### src/rtl/xg_mem_arbiter.sv
// Two-port arbiter for the XenonGecko SDRAM port: port 0 (video fetch) has priority,
// port 1 (CPU DMA / blitter) is granted after MAX_CONSEC back-to-back port-0 bursts.
module xg_mem_arbiter #(
    parameter int MAX_CONSEC = 4,
    parameter int ADDR_W     = 17
) (
    input  logic              clk_sys,
    input  logic              rst,
    input  logic              m0_req,
    input  logic              m0_wren,
    input  logic [ADDR_W-1:0] m0_addr,
    input  logic [15:0]       m0_wdata,
    output logic              m0_ready,
    input  logic              m1_req,
    input  logic              m1_wren,
    input  logic [ADDR_W-1:0] m1_addr,
    input  logic [15:0]       m1_wdata,
    output logic              m1_ready,
    output logic [1:0]        m_offset,
    output logic [15:0]       m_rdata,
    output logic              mem_req,
    output logic              mem_wren,
    output logic [ADDR_W-1:0] mem_addr,
    output logic [15:0]       to_mem,
    input  logic              mem_ready,
    input  logic [1:0]        mem_offset,
    input  logic [15:0]       from_mem,
    output logic [1:0]        grant
);

    typedef enum logic [1:0] {
        IDLE = 2'd0,
        OWN0 = 2'd1,
        OWN1 = 2'd2
    } state_t;

    localparam logic [3:0] CONSEC_MAX = 4'(MAX_CONSEC);

    state_t              state_q, state_d;
    logic [1:0]          grant_q, grant_d;
    logic                mem_req_q, mem_req_d;
    logic                mem_wren_q, mem_wren_d;
    logic [ADDR_W-1:0]   mem_addr_q, mem_addr_d;
    logic [3:0]          consec_q, consec_d;
    logic                burst_done;

    assign burst_done = mem_ready && (mem_offset == 2'd3);

    always_ff @(posedge clk_sys or posedge rst) begin
        if (rst) begin
            state_q    <= IDLE;
            grant_q    <= 2'b00;
            mem_req_q  <= 1'b0;
            mem_wren_q <= 1'b0;
            mem_addr_q <= '0;
            consec_q   <= 4'd0;
        end else begin
            state_q    <= state_d;
            grant_q    <= grant_d;
            mem_req_q  <= mem_req_d;
            mem_wren_q <= mem_wren_d;
            mem_addr_q <= mem_addr_d;
            consec_q   <= consec_d;
        end
    end

    always_comb begin
        state_d    = state_q;
        grant_d    = grant_q;
        mem_req_d  = mem_req_q;
        mem_wren_d = mem_wren_q;
        mem_addr_d = mem_addr_q;
        consec_d   = consec_q;
        case (state_q)
            IDLE: begin
                // Port 1 wins outright once port 0 has used up its consecutive budget.
                if (m1_req && (!m0_req || consec_q == CONSEC_MAX)) begin
                    state_d    = OWN1;
                    grant_d    = 2'b10;
                    mem_req_d  = 1'b1;
                    mem_wren_d = m1_wren;
                    mem_addr_d = m1_addr;
                    consec_d   = 4'd0;
                end else if (m0_req) begin
                    state_d    = OWN0;
                    grant_d    = 2'b01;
                    mem_req_d  = 1'b1;
                    mem_wren_d = m0_wren;
                    mem_addr_d = m0_addr;
                    if (!m1_req)
                        consec_d = 4'd0;
                    else if (consec_q != CONSEC_MAX)
                        consec_d = consec_q + 4'd1;
                end
            end
            OWN0, OWN1: begin
                if (burst_done) begin
                    state_d   = IDLE;
                    grant_d   = 2'b00;
                    mem_req_d = 1'b0;
                end
            end
            default: begin
                state_d   = IDLE;
                grant_d   = 2'b00;
                mem_req_d = 1'b0;
            end
        endcase
    end

    always_comb begin
        to_mem = 16'h0000;
        if (grant_q[1])
            to_mem = m1_wdata;
        else if (grant_q[0])
            to_mem = m0_wdata;
    end

    assign m0_ready = mem_ready & grant_q[0];
    assign m1_ready = mem_ready & grant_q[1];
    assign m_rdata  = from_mem;
    assign m_offset = mem_offset;
    assign mem_req  = mem_req_q;
    assign mem_wren = mem_wren_q;
    assign mem_addr = mem_addr_q;
    assign grant    = grant_q;

endmodule

### config.mk
export PLATFORM = sky130hd
export DESIGN_NAME = xg_mem_arbiter
export DESIGN_NICKNAME = d
export VERILOG_FILES = /design/src/rtl/xg_mem_arbiter.sv
export SDC_FILE = /design/constraint.sdc
export NUM_CORES = 1
export LEC_CHECK = 0
export CORE_UTILIZATION = 34
export CTS_CLUSTER_DIAMETER = 50
export DETAILED_ROUTE_END_ITERATION = 12
export PLACE_DENSITY = 0.87
export SYNTH_ARGS = -nofsm -noshare
export SYNTH_HDL_FRONTEND = slang
export SYNTH_SLANG_ARGS = --single-unit
export TNS_END_PERCENT = 5
### constraint.sdc
create_clock -name clk_sys -period 5.25 [get_ports clk_sys]
set_input_delay 1.05 -clock clk_sys [delete_from_list [all_inputs] [get_ports clk_sys]]
set_output_delay 1.05 -clock clk_sys [all_outputs]
set_load 0.05 [all_outputs]
==> impl_metrics.py <==
metrics = {
    "finish": {
        "fin_cells": 340,
        "drive_gt1_share_pct": 3.30,
        "area_growth_pct": 62.6,
        "num_antenna_cells": 0,
        "nNetsFinal": 368,
        "fill_cells": 413,
    },
    "clock_network": {
        "cts_resized": 0,
        "post_cts_buffers": 0,
        "path_clk_slew_ns": 0.09,
        "cts_made_buffers": 3,
        "holdBufCountCts": 0,
        "cts_tree": "built",
        "htreeDepth": 1,
        "cts_sinks": 25,
        "insertion_delay_ns": 0.27,
        "cts.path.max_buffers": 2,
        "cts_root_buffer": "clkbuf_8",
    },
    "pwr": {
        "clkPwrFrac_pct": 6.7,
        "p_leak_nw": 1.09,
        "finalPower_mw": 1.71,
        "power.switching_mw": 0.946,
        "internal_power_mw": 0.765,
        "netSwitchingFraction_pct": 55.3,
        "vdd_drop_max_v": 0.000400,
        "pwr-share-comb_pct": 72.9,
        "power.density_nw_per_um2": 629,
        "seq_power_share_pct": 20.4,
    },
    "sta": {
        "setup-tns-final_ns": 0,
        "finalCritPeriodShare_pct": 73.3,
        "rsz0062_at_grt": "no",
        "max_clock_freq_ghz": 0.260,
        "worstMarginPinSlew_ns": 0.964,
        "setup_viol": 0,
        "period_needed_ns": 3.85,
        "worst_slack_ns": 1.40,
        "slew_violations": 0,
        "skew_ns": 0.00558,
        "hold_viol": 0,
        "timing.hold.ws_ns": 0.500,
        "slew_headroom_pct": 35.7,
    },
    "placement": {
        "place_inst": 336,
        "io_buffers": 115,
        "routabilityCongestion": 0.729,
        "post-place-ws_ns": 1.69,
        "dpl.hpwl_um": 4000,
    },
    "critical_path": {
        "criticalPathCategory": "reg -> out",
        "crit_fanout": 21,
        "cp_data_arrival_time_ns": 2.80,
        "endpoint_kind": "output pin",
        "startpoint": "grant[1]",
        "start_kind": "flip-flop",
        "worstPathRequired_ns": 4.20,
        "reg2reg_slack_ns": 2.37,
        "r2r_start": "grant[1]",
    },
    "grt": {
        "grt_pass1_wl_um": 8420,
        "grt_pass1_vias": 1749,
        "grtUsageTotal_pct": 20.7,
        "grt_start_max_net_pins": 26,
        "grt_overflow": 0,
        "antenna_found_initial": 0,
    },
    "route": {
        "drt_iter0_drc": 100,
        "dr.pass1.iters": 4,
        "vias_per_cell": 5.21,
        "via_count": 1773,
        "routed_wl_um": 5410,
        "ant_nets": 0,
        "detail_route.wl_per_cell_um": 15.9,
        "drc": 0,
    },
    "logic_synthesis": {
        "synth_compound_area_share_pct": 24.2,
        "synthCells": 187,
        "synth-xor-area-share_pct": 0,
        "synth_top_family_by_area": "compound AO/OA/AOI/OAI gates",
        "ys.flop_type": "dfrtp_1",
        "syn_avg_cell_area_um2": 8.95,
        "synth_mux_area_share_pct": 0,
        "synth_enable_flop_cells": 0,
        "yosysSeqAreaShare_pct": 37.4,
        "async_flop_share_pct": 100,
        "synth-seq-cells": 25,
        "syn_nets": 281,
        "yosys_warnings": 0,
        "synth-adder-area-share_pct": 2.24,
        "netlist_area_um2": 1670,
        "synth.distinct_cells": 29,
        "synthSimpleGateAreaFrac_pct": 20.4,
    },
    "floorplanning": {
        "core-area_um2": 4720,
        "io_pins": 148,
        "die_area_um2": 5200,
        "start_util_pct": 35.4,
        "std_cell_rows": 25,
        "die_y_um": 72.1,
        "die_w_um": 72.1,
    },
    "min_path": {
        "hold_class": "reg -> reg",
        "holdCritStartpoint": "mem_addr[16]",
    },
    "run": {
        "drv_cap": 0,
    },
    "outcome": {
        "status": "finished, final reports clean",
    },
}
## logic make-up after synthesis
logic type	after synthesis
AND/OR/NAND/NOR	70
flip-flops	25
buffers and inverters	41
adder cells (fa/ha/maj)	3
AO/OA/AOI/OAI	48
## synth_stat cells (all sizes together), types with 3 or more instances
cell type  count  area share (%)
nand2         38             8.5
buf           30              13
dfrtp         25              37
a22o          18             9.5
nand4         18             6.7
o211ai        18             8.1
inv            8             1.8
nor2           5             1.1
a32o           3             1.8
ha             3             2.2
## layer usage
metal | up-vias | share of wire (%) | GRT usage (%)
met4 | 0 | 0.87 | 5.01
met3 | 7 | 7.1 | 4.03
met5 | - | 0 | 0
li1 | 838 | - | -
met2 | 76 | 50 | 34.7
met1 | 852 | 42 | 27.5
## state kept, by name (all words and copies together) (netlist names)
register,count
consec_q,4
grant,2
mem_addr,17
mem_req,1
mem_wren,1
## worst max-delay path, stage by stage, from the launching register on
cell and delay, ns:
dfrtp_1 0.61, nor2_1 0.83, a22o_1 0.28, clkdlybuf4s50_1 0.81
## path summary, 6_finish.rpt
check | depth (start not counted) | endpoint
hold reg to reg | 2 | mem_addr[16]
max in group asynchronous | 2 | mem_addr[5]
min in group asynchronous | 2 | mem_addr[13]
setup reg to reg | 5 | consec_q[2]
hold / removal | 2 | mem_addr[16]
setup / recovery | 3 | to_mem[7]
## cell type report
type / instances / area (um^2) / share of cell area, %
flip-flops and latches: 25 / 626 / 23.0
clock buffers: 3 / 41.3 / 1.52
inverters: 8 / 30.0 / 1.10
clock inverters: 1 / 5.00 / 0.184
multi-input cells: 121 / 783 / 28.8
well taps: 67 / 83.8 / 3.08
repair buffers: 115 / 1150 / 42.3
## power groups by stage
stage                     Sequential [mW]  Combinational, mW  Clock [mW]
final                               0.348               1.25       0.115
after global routing                0.360               1.32       0.124
after CTS                           0.348               1.25       0.115
after detailed placement            0.351               1.25           0
after global placement              0.345               1.23           0
after floorplan                     0.597              0.640           0
## stage by stage
stage | util (%) | instance area, um^2
floorplan | - | 1670
global placement | 56.6 | 2670
detailed placement | 56.6 | 2670
CTS | 57.6 | 2720
global route | 57.6 | 2720
finish | 57.6 | 2720
## placed cells by master, fill, tap and decap left out
cell type          n
a21oi_1            1
o21a_1             2
a32o_1             3
a22o_1            17
a22o_2             1
and2_1             2
nand2_1           38
inv_1              8
nor4_1             1
nand4b_2           1
a211o_1            1
o211ai_1          18
nand4_1           18
nor2_1             5
clkdlybuf4s50_1  115
o2bb2a_1           1
o21ai_4            1
a31o_2             1
dfrtp_1           25
o31ai_1            1
nor3b_1            2
and3b_1            1
nand3_1            2
o21ai_2            1
clkinv_2           1
ha_1               3
clkbuf_8           3
(Power assumes the default switching activity.)
